### src/rtl/prescaled_counter.sv
// prescaled_counter: programmable-ratio prescaler that produces a one-cycle
// tick enable, driving a WIDTH-bit up/down counter with synchronous load and
// carry/borrow reporting. Everything runs in the clkin domain.
// Optional feature macro: PRESCALED_COUNTER_SATURATE_EN. When it is defined,
// the counter saturates at its limits instead of wrapping. tc then flags
// each step that was blocked by saturation.
module prescaled_counter #(
    parameter int WIDTH    = 8,
    parameter int DIV_W    = 7,
    parameter int DIV_FAST = 100,
    parameter int DIV_SLOW = 25
) (
    input  logic             clkin,
    input  logic             reset,
    input  logic             en,
    input  logic             fast,
    input  logic             up_dn,
    input  logic             load,
    input  logic [WIDTH-1:0] load_val,
    output logic             tick,
    output logic             tc,
    output logic [WIDTH-1:0] counter,
    output logic [DIV_W-1:0] presc
);

    // Terminal prescaler values (D-1). They fit in DIV_W bits because D <= 2^DIV_W.
    localparam logic [DIV_W-1:0] TERM_FAST  = DIV_W'(DIV_FAST - 1);
    localparam logic [DIV_W-1:0] TERM_SLOW  = DIV_W'(DIV_SLOW - 1);
    localparam logic [DIV_W-1:0] PRESC_ZERO = {DIV_W{1'b0}};
    localparam logic [DIV_W-1:0] PRESC_ONE  = DIV_W'(1);
    localparam logic [WIDTH-1:0] CNT_MAX    = {WIDTH{1'b1}};
    localparam logic [WIDTH-1:0] CNT_MIN    = {WIDTH{1'b0}};
    localparam logic [WIDTH-1:0] CNT_ONE    = WIDTH'(1);

    // Reject out-of-range divide ratios at elaboration.
    generate
        if ((DIV_FAST < 2) || (DIV_FAST > (1 << DIV_W))) begin : g_bad_div_fast
            $error("prescaled_counter: DIV_FAST must lie in 2..2^DIV_W");
        end
        if ((DIV_SLOW < 2) || (DIV_SLOW > (1 << DIV_W))) begin : g_bad_div_slow
            $error("prescaled_counter: DIV_SLOW must lie in 2..2^DIV_W");
        end
    endgenerate

    logic [DIV_W-1:0] presc_q,   presc_d;
    logic [WIDTH-1:0] counter_q, counter_d;
    logic             tick_q,    tick_d;
    logic             tc_q,      tc_d;
    logic [DIV_W-1:0] term_s;
    logic             terminal_s;

    // Select the active terminal value. The >= test lets the prescaler recover when
    // the ratio shrinks while presc is already past the new terminal.
    always_comb begin
        term_s     = fast ? TERM_FAST : TERM_SLOW;
        terminal_s = (presc_q >= term_s);
    end

    // Next-state logic. Priority is load > freeze > normal counting.
    // Reset is applied in the register block.
    always_comb begin
        presc_d   = presc_q;
        counter_d = counter_q;
        tick_d    = 1'b0;
        tc_d      = 1'b0;
        if (load) begin
            counter_d = load_val;
            presc_d   = PRESC_ZERO;
        end else if (!en) begin
            presc_d   = presc_q;
            counter_d = counter_q;
        end else if (terminal_s) begin
            presc_d = PRESC_ZERO;
            tick_d  = 1'b1;
            if (up_dn) begin
                if (counter_q == CNT_MAX) begin
`ifdef PRESCALED_COUNTER_SATURATE_EN
                    counter_d = CNT_MAX;
`else
                    counter_d = CNT_MIN;
`endif
                    tc_d = 1'b1;
                end else begin
                    counter_d = counter_q + CNT_ONE;
                end
            end else begin
                if (counter_q == CNT_MIN) begin
`ifdef PRESCALED_COUNTER_SATURATE_EN
                    counter_d = CNT_MIN;
`else
                    counter_d = CNT_MAX;
`endif
                    tc_d = 1'b1;
                end else begin
                    counter_d = counter_q - CNT_ONE;
                end
            end
        end else begin
            presc_d = presc_q + PRESC_ONE;
        end
    end

    // State registers with synchronous active-low reset.
    always_ff @(posedge clkin) begin
        if (!reset) begin
            presc_q   <= PRESC_ZERO;
            counter_q <= CNT_MIN;
            tick_q    <= 1'b0;
            tc_q      <= 1'b0;
        end else begin
            presc_q   <= presc_d;
            counter_q <= counter_d;
            tick_q    <= tick_d;
            tc_q      <= tc_d;
        end
    end

    assign tick    = tick_q;
    assign tc      = tc_q;
    assign counter = counter_q;
    assign presc   = presc_q;

endmodule

### config.mk
export PLATFORM = sky130hd
export DESIGN_NAME = prescaled_counter
export DESIGN_NICKNAME = d
export VERILOG_FILES = /design/src/rtl/prescaled_counter.sv
export SDC_FILE = /design/constraint.sdc
export NUM_CORES = 1
export LEC_CHECK = 0
export ABC_AREA = 1
export CAP_MARGIN = 20
export CORE_MARGIN = 5
export CORE_UTILIZATION = 54
export CTS_CLUSTER_DIAMETER = 80
export DETAILED_ROUTE_END_ITERATION = 12
export MAX_ROUTING_LAYER = met4
export PLACE_DENSITY = 0.84
export SKIP_LAST_GASP = 1
export SLEW_MARGIN = 15
export SYNTH_ARGS = -nofsm -noshare
export SYNTH_HDL_FRONTEND = slang
export SYNTH_SLANG_ARGS = --single-unit
### constraint.sdc
create_clock -name clkin -period 4.51 [get_ports clkin]
set_clock_uncertainty 0.2 [all_clocks]
set_input_delay 0.451 -clock clkin [delete_from_list [all_inputs] [get_ports clkin]]
set_output_delay 0.451 -clock clkin [all_outputs]
set_load 0.005 [all_outputs]
==> metrics.yaml, run 1 <==
clocking:
  cts_resized: 0
  numCtsBuffers: 3
  cts_setup_buffers: 0
  clock_sinks: 17
  clock-root-buffer: "clkbuf_4"
  hold_buffers: 0
  cts_tree: "done"
  htreeDepth: 1
  cts.clk_slew.worst_paths_ns: 0.11
  insertion_delay_ns: 0.32
  clk_path_buf_depth: 2
logic_synthesis:
  synth.ff_latch_count: 17
  seq_area_frac_synth_pct: 24.07
  yosys.area.top_type: "dfxtp_1"
  ys_top_cells_by_area: "dfxtp_1 24%, nand2_1 14%, nor2_1 9.3%"
  synth_warnings: 0
  synth_most_common_cell: "nand2_1"
  synth_cell_type_count: 29
  syn_inst: 225
  synthTopCellsByCount: "53 x nand2_1, 35 x nor2_1, 25 x nand3_1"
  postSynthAreaPerCell_um2: 6.284
  yosysTopAreaCellShare_pct: 24.07
  ys.flop_type: "dfxtp_1"
  synthesis.area_um2: 1414
  synth-edff-count: 0
  syn-num-nets: 249
  postSynth.asyncResetShare_pct: 0
routing:
  via_per_inst: 5.329
  first_pass_iters: 4
  drc: 0
  antenna_left: 0
  wirelength_um: 3554
  vias: 1524
  initialDrtViolationCount: 105
  routedWlPerCell_um: 12.43
power_and_ir_drop:
  swShare_pct: 36.59
  switchingPower_mw: 0.1408
  p_clk_share_pct: 24.8
  max-vdd-ir-drop_mv: 0.1919
  pwr_density_cell_nw_per_um2: 218.5
  p_leak_nw: 0.8066
  total_power_mw: 0.3847
  power_frac_seq_pct: 44.8
  intPower_mw: 0.2439
  comb_power_share_pct: 30.4
critical_path:
  r2r_cells: 10
  cp-start-kind: "input pin"
  slowest_delay_ns: 0.55
  crit_required_ns: 4.54
  crit_path_end_kind: "register"
  r2r_start: "presc[0]"
  cp_slowest_cell: "clkdlybuf4s50_1"
  path_class: "in2reg"
  crit_top_cell: "nor2_1"
  path_cells: "clkdlybuf4s50_1, inv_1, ha_1, a21o_1, nor2_1, nand3_1, nand2_2, nand2_4, o21ai_0, nor2_1"
  crit_fanout: 9
  crit_arrival_ns: 2.33
  r2r_end: "counter[4]"
  ff2ff_setup_slack_ns: 2.63
timing:
  finalCritPeriodShare_pct: 51.19
  period_needed_ns: 2.309
  fin_setup_tns_ns: 0
  relSlewSlack_pct: 65.01
  fmax_mhz: 433.2
  maxSlewViolCount: 0
  setup_viol: 0
  worst_slew_pin_slew_ns: 0.5209
  hold_violations: 0
  rsz0062_at_grt: "no"
floorplan:
  ioPinCount: 31
  die_w_um: 61.17
  fp-row-count: 18
  die-area_um2: 3742
  start_util_pct: 56.56
  core-area_um2: 2500
  die_y_um: 61.17
cells_and_area:
  nets: 281
  layout-drive-gt1-share_pct: 13.28
  final_core_util_pct: 70.42
  nFillCells: 222
  num_antenna_cells: 0
  area_growth_pct: 24.51
grt:
  antenna_found_initial: 0
  overflow: 0
  grtUsageMet1_pct: 29.91
  grt_pass1_vias: 1277
  top_usage_layer: "met1"
  grt_max_degree: 14
  gr-usage-met2_pct: 28.70
  grt_pass1_wl_um: 5720
  use_met3_pct: 5.031
  globalRouteTotalUtil_pct: 21.06
placed_design:
  routabilityCongestion: 0.9442
  port_buffers: 30
  dp_hpwl_um: 2770
hold_path:
  min_path_cells: 2
  hp-start: "presc[0]"
  hp-class: "reg2reg"
  hold-path-endpoint: "presc[0]"
outcome:
  outcome: "completed"
job:
  drv_cap: 0
==> flip-flops by register name, indices dropped and copies added (netlist names) <==
name,flops
tick,1
tc,1
counter,8
presc,7
==> worst max path at each step <==
stage	slack, ns	startpoint	endpoint	cells after the start
2_1_floorplan	2.64	fast	counter[4]	9
3_3_place_gp	1.98	fast	counter[4]	12
3_5_place_dp	1.88	fast	counter[4]	10
4_1_cts	2.23	fast	counter[4]	10
5_1_grt	2.08	fast	counter[4]	10
6_report	2.20	fast	counter[4]	10
==> critical path: cells and delay by family <==
kind	cells	cell delay [ns]
buffers and inverters	2	0.66
adder cells (fa/ha/maj)	1	0.34
AO/OA/AOI/OAI	2	0.37
AND/OR/NAND/NOR	5	0.50
==> metal layers <==
metal	up-vias	wire, um
met5	-	0
met4	0	62
met3	7	303
met2	71	1488
met1	660	1699
li1	786	-
==> power groups by stage <==
stage               clock (mW)  sequential (mW)  combinational, mW
floorplan                    0            0.171             0.0770
global placement             0            0.175              0.114
detailed placement           0            0.175              0.115
CTS                     0.0951            0.172              0.117
global route             0.103            0.173              0.132
finish                  0.0955            0.172              0.117
==> per-stage QoR <==
| stage | instances | hold slack (ns) | cell area [um2] | setup WS, ns |
|---|---|---|---|---|
| after detailed placement | 282 | 0.2972 | 1730 | 1.880 |
| after CTS | 286 | 0.3136 | 1760 | 2.231 |
| after global routing | 286 | 0.3436 | 1760 | 2.078 |
| final | 286 | 0.3139 | 1760 | 2.201 |
| after global placement | 282 | 0.2914 | 1730 | 1.981 |
| after floorplan | 225 | 0.2835 | 1414 | 2.639 |
==> layout make-up <==
type	count	area (um2)	share of cell area [%]
Inverter	28	105.1	5.970
Sequential cell	17	340.3	19.33
Clock buffer	3	22.52	1.279
Tap cell	30	37.54	2.132
Multi-Input combinational cell	177	947.2	53.80
Timing Repair Buffer	30	300.3	17.06
Clock inverter	1	7.507	0.4264
==> kinds of logic after synthesis <==
| family | after synthesis | share of synthesized area [%] |
|---|---|---|
| XOR/XNOR | 6 | 3.717 |
| buffers and inverters | 31 | 8.938 |
| AND/OR/NAND/NOR | 138 | 44.96 |
| flip-flops | 17 | 24.07 |
| AO/OA/AOI/OAI | 23 | 9.470 |
| adder cells (fa/ha/maj) | 10 | 8.850 |
==> placed cells by master (no fill, tap or decap), types with 2 or more instances in the layout <==
cell             netlist  routed
nand2_1               53      53
nor2_1                35      35
clkdlybuf4s50_1        0      30
nand3_1               25      25
inv_1                 17      17
dfxtp_1               17      17
inv_2                 10      10
ha_1                  10      10
a21oi_1                8       8
o21ai_0                7       7
nor2_2                 5       5
xor2_1                 5       5
nand4_1                4       4
or2_2                  4       4
nand2_2                3       3
a21oi_2                3       3
clkbuf_4               0       3
nand3b_1               2       2
nor3_2                 2       2
nand2_4                2       2
o21ai_1                2       2
(Power assumes the default switching activity.)
==> run 2: changes to the inputs <==
--- a/config.mk
+++ b/config.mk
@@ -8,11 +8,11 @@
 export ABC_AREA = 1
 export CAP_MARGIN = 20
 export CORE_MARGIN = 5
-export CORE_UTILIZATION = 54
+export CORE_UTILIZATION = 46
 export CTS_CLUSTER_DIAMETER = 80
 export DETAILED_ROUTE_END_ITERATION = 12
 export MAX_ROUTING_LAYER = met4
-export PLACE_DENSITY = 0.84
+export PLACE_DENSITY = 0.77
 export SKIP_LAST_GASP = 1
 export SLEW_MARGIN = 15
 export SYNTH_ARGS = -nofsm -noshare
==> constraint.sdc (replaced) <==
create_clock -name clkin -period 2.1 [get_ports clkin]
set_clock_uncertainty 0.2 [all_clocks]
set_input_delay 0.21 -clock clkin [delete_from_list [all_inputs] [get_ports clkin]]
set_output_delay 0.21 -clock clkin [all_outputs]
set_load 0.005 [all_outputs]
==> run 2 against run 1 <==
Effect of this change:
- clock power is 78% higher
- setup slack worse by 2.1 ns
- sequential cell count did not move
- total power increased by 110%
- via count fell by 3.0%
- clock-buffer cell count is the same
- register-to-register slack worse by 2.4 ns
- combinational power up 120%
- critical endpoint is now counter[0]
- cell count up 3.1%
- global-route usage fell by 3.1 points
- die area up 14%
- routed wire length decreased by 3.9%
==> metrics.yaml, run 2 (synthesis gave the netlist of run 1 again) <==
hold_path:
  hp-class: "reg2reg"
grt:
  grt_pass1_wl_um: 5899
  globalRouteTotalUtil_pct: 17.97
  overflow: 0
  grt_max_degree: 14
  grtUsageMet1_pct: 25.96
  use_met3_pct: 4.274
  top_usage_layer: "met1"
  antenna_found_initial: 0
  gr-usage-met2_pct: 25.41
  grt_pass1_vias: 1312
outcome:
  outcome: "completed"
routing:
  wirelength_um: 3416
  drc: 0
  routedWlPerCell_um: 11.58
  vias: 1479
  initialDrtViolationCount: 69
  via_per_inst: 5.014
  antenna_left: 0
  first_pass_iters: 4
timing:
  fin_hold_ws_ns: 0.2986
  finalCritPeriodShare_pct: 94.12
  fmax_mhz: 505.9
  period_needed_ns: 1.977
  fin_setup_tns_ns: 0
  maxSlewViolCount: 0
  hold_violations: 0
  setup_viol: 0
  layout_setup_ws_ns: 0.1234
  worst_slew_pin_slew_ns: 0.4722
  relSlewSlack_pct: 68.28
floorplan:
  die_y_um: 65.44
  fp-row-count: 20
  die_w_um: 65.44
  core-area_um2: 3003
  die-area_um2: 4282
  ioPinCount: 31
  start_util_pct: 47.08
placed_design:
  routabilityCongestion: 0.9612
  dp_slack_ns: -0.1923
  port_buffers: 30
  dp_hpwl_um: 2743
critical_path:
  crit_fanout: 9
  path_cells: "clkdlybuf4s50_1, inv_1, ha_1, a21o_1, nor2_1, nand3_1, nand2_2, nand2_4, o21ai_0, nor2_1"
  crit_top_cell: "nor2_1"
  path_class: "in2reg"
  crit_required_ns: 2.09
  cp_slowest_cell: "clkdlybuf4s50_1"
  slowest_delay_ns: 0.47
  cp-start-kind: "input pin"
  crit_path_end_kind: "register"
  ff2ff_setup_slack_ns: 0.25
  crit_arrival_ns: 1.97
job:
  drv_cap: 0
clocking:
  insertion_delay_ns: 0.29
  cts.clk_slew.worst_paths_ns: 0.10
  cts_tree: "done"
  clock_sinks: 17
  clk_path_buf_depth: 2
  htreeDepth: 1
  hold_buffers: 0
  clock-root-buffer: "clkbuf_4"
  numCtsBuffers: 3
power_and_ir_drop:
  p_leak_nw: 0.8394
  max-vdd-ir-drop_mv: 0.3497
  pwr_density_cell_nw_per_um2: 441.9
  total_power_mw: 0.7983
cells_and_area:
  num_antenna_cells: 0
  largest_reg_flops: 8
  final_cell_mix: "53 x nand2_1, 35 x nor2_1, 30 x clkdlybuf4s50_1"
  nets: 287
  final_core_util_pct: 60.17
  final_common_cell: "nand2_1"
  area_growth_pct: 27.79
  layout-drive-gt1-share_pct: 15.27
[run 2: cell types whose count changed in the layout (fill, tap and decap cells not counted), sizes merged]
cell,delta
clkinv,+1
buf,+6
clkinvlp,-1
[run 2: per-stage QoR]
step / std cells / cell area, um2
2_1_floorplan: 225 / 1414
3_3_place_gp: 289 / 1764
3_5_place_dp: 289 / 1764
4_1_cts: 293 / 1792
5_1_grt: 295 / 1807
6_report: 295 / 1807
[run 2: path summary, 6_finish.rpt]
| path | startpoint | cells after the start | end |
|---|---|---|---|
| worst min register to register | presc[0] | 2 | presc[0] |
| worst min-delay path | presc[0] | 2 | presc[0] |
| worst max register to register | presc[6] | 8 | counter[0] |
| worst max-delay path | fast | 10 | counter[0] |
[run 2: what timing repair did]
action                     4_1_cts  5_1_grt
gates resized for setup          0        1
setup endpoints to repair        0        2
buffers inserted                 0        2
[run 2: worst max-delay path: cells and delay by family]
kind,cells,cell delay [ns]
fa+ha+maj,1,0.33
simple gates,5,0.50
buf+inv,2,0.54
compound gates,2,0.37
[run 2: cell type report]
cell class / instances / area, um2
Clock buffer: 3 / 22.52
Clock inverter: 1 / 5.005
Fill cell: 288 / 1196
Inverter: 28 / 105.1
Multi-Input combinational cell: 177 / 947.2
Sequential cell: 17 / 340.3
Tap cell: 33 / 41.29
Timing Repair Buffer: 36 / 345.3
[run 2: power breakdown]
part | switching (mW) | internal [mW] | total, mW
sequential | 0.0320 | 0.337 | 0.369
clock | 0.0995 | 0.0708 | 0.170
combinational | 0.138 | 0.122 | 0.259
total | 0.269 | 0.529 | 0.798
[run 2: layer usage]
metal  up-vias  part of all wire [%]
li1        798                     -
met1       646                    52
met2        35                    43
met3         0                   5.1
met4         0                     0
met5         -                     0
==> run 3: changes to the inputs <==
--- a/config.mk
+++ b/config.mk
@@ -13,6 +13,7 @@
 export DETAILED_ROUTE_END_ITERATION = 12
 export MAX_ROUTING_LAYER = met4
 export PLACE_DENSITY = 0.77
+export SETUP_SLACK_MARGIN = 0.15
 export SKIP_LAST_GASP = 1
 export SLEW_MARGIN = 15
 export SYNTH_ARGS = -nofsm -noshare
==> run 3 against run 2 <==
Effect of this change:
- critical path type is now reg2out
- worst hold slack better by 0.00088 ns
- first-iteration DRC count shrank 39%
- cell count is the same
- highest routed layer is now met4
==> metrics.yaml, run 3 (synthesis gave the netlist of run 1 again) <==
grt:
  grt_pass1_wl_um: 5968
  globalRouteTotalUtil_pct: 18.19
  grt_pass1_vias: 1327
  grt_max_degree: 14
  overflow: 0
  antenna_found_initial: 0
power_and_ir_drop:
  pwr_density_cell_nw_per_um2: 432.6
  max-vdd-ir-drop_mv: 0.3521
  p_leak_nw: 0.8500
timing:
  maxSlewViolCount: 0
  worst_slew_pin_slew_ns: 0.4744
  setup_viol: 0
  relSlewSlack_pct: 68.13
  fmax_mhz: 541.8
  finalCritPeriodShare_pct: 87.89
  period_needed_ns: 1.846
  fin_hold_ws_ns: 0.2994
  fin_setup_tns_ns: 0
  hold_violations: 0
  rsz0062_at_grt: "yes"
floorplan:
  ioPinCount: 31
  die-area_um2: 4282
  start_util_pct: 47.08
  die_y_um: 65.44
  die_w_um: 65.44
  fp-row-count: 20
  core-area_um2: 3003
clocking:
  insertion_delay_ns: 0.29
  clk_path_buf_depth: 2
  cts.clk_slew.worst_paths_ns: 0.10
  clock-root-buffer: "clkbuf_4"
  numCtsBuffers: 3
  htreeDepth: 1
  cts_tree: "done"
  clock_sinks: 17
critical_path:
  crit_required_ns: 1.69
  ff2ff_setup_slack_ns: 0.28
  slowest_delay_ns: 0.59
  crit_path_end_kind: "output pin"
  crit_arrival_ns: 1.44
  crit_fanout: 9
  critical-path-top-delay-family: "buffers and inverters"
  critPathBufInv: 1
  path_class: "reg2out"
  path_cells: "clkdlybuf4s50_1"
  cp_slowest_cell: "clkdlybuf4s50_1"
  cp-start-kind: "register"
placed_design:
  dp.cells: 289
  port_buffers: 30
  dp_hpwl_um: 2743
  routabilityCongestion: 0.9612
routing:
  initialDrtViolationCount: 42
  antenna_left: 0
  via_per_inst: 5.031
  wirelength_um: 3535
  routedWlPerCell_um: 11.98
  drc: 0
  first_pass_iters: 4
  vias: 1484
cells_and_area:
  layout-drive-gt1-share_pct: 17.94
  fin_cells: 295
  num_antenna_cells: 0
  nFillCells: 278
  seq_area_um2: 341.6
  nets: 287
  multiInputGateArea_um2: 993.5
  area_growth_pct: 31.33
  final_core_util_pct: 61.83
  largest_reg_flops: 8
  final_common_cell: "nand2_1"
  final_cell_mix: "53 x nand2_1, 35 x nor2_1, 29 x clkdlybuf4s50_1"
hold_path:
  hp-class: "reg2reg"
job:
  drv_cap: 0
outcome:
  outcome: "completed"
## run 3: worst paths after layout
check | from | end | depth (start not counted)
max reg2reg | presc[0] | counter[7] | 11
max | counter[2] | counter[2] | 1
min reg2reg | presc[0] | presc[0] | 2
min | presc[0] | presc[0] | 2
## run 3: per-stage QoR
| step | cell area, um2 | power [mW] | setup WS [ns] |
|---|---|---|---|
| after floorplan | 1414 | 0.5319 | 0.4135 |
| after global placement | 1764 | 0.6286 | -0.09775 |
| after detailed placement | 1764 | 0.6304 | -0.1923 |
| after CTS | 1807 | 0.7990 | 0.1510 |
| after global routing | 1857 | 0.8669 | 0.1358 |
| final | 1857 | 0.8033 | 0.2542 |
## run 3: power by group
group	internal [mW]	leakage, nW	switching, mW	total (mW)
Clock	0.0708	0.0177	0.101	0.172
Sequential	0.337	0.139	0.0322	0.369
Combinational	0.122	0.693	0.140	0.262
## run 3: routing by layer
metal	up-vias	wire (um)	track usage (%)
li1	794	-	-
met1	649	1801	26.07
met2	37	1495	26.04
met3	4	213	4.274
met4	0	25	3.627
met5	-	0	-
## run 3: timing repair
item / 4_1_cts / 5_1_grt
buffers inserted: 2 / 0
cloned: 0 / 0
endpoints found under the setup margin: 2 / 16
hold buffers: 0 / 0
gates resized for setup: 1 / 9
## run 3: area by class of cell
| type | instances | share of cell area, % |
|---|---|---|
| Inverter | 28 | 5.660 |
| Timing Repair Buffer | 36 | 18.73 |
| Clock buffer | 3 | 1.213 |
| Multi-Input combinational cell | 177 | 53.50 |
| Tap cell | 33 | 2.224 |
| Clock inverter | 1 | 0.2695 |
| Sequential cell | 17 | 18.40 |
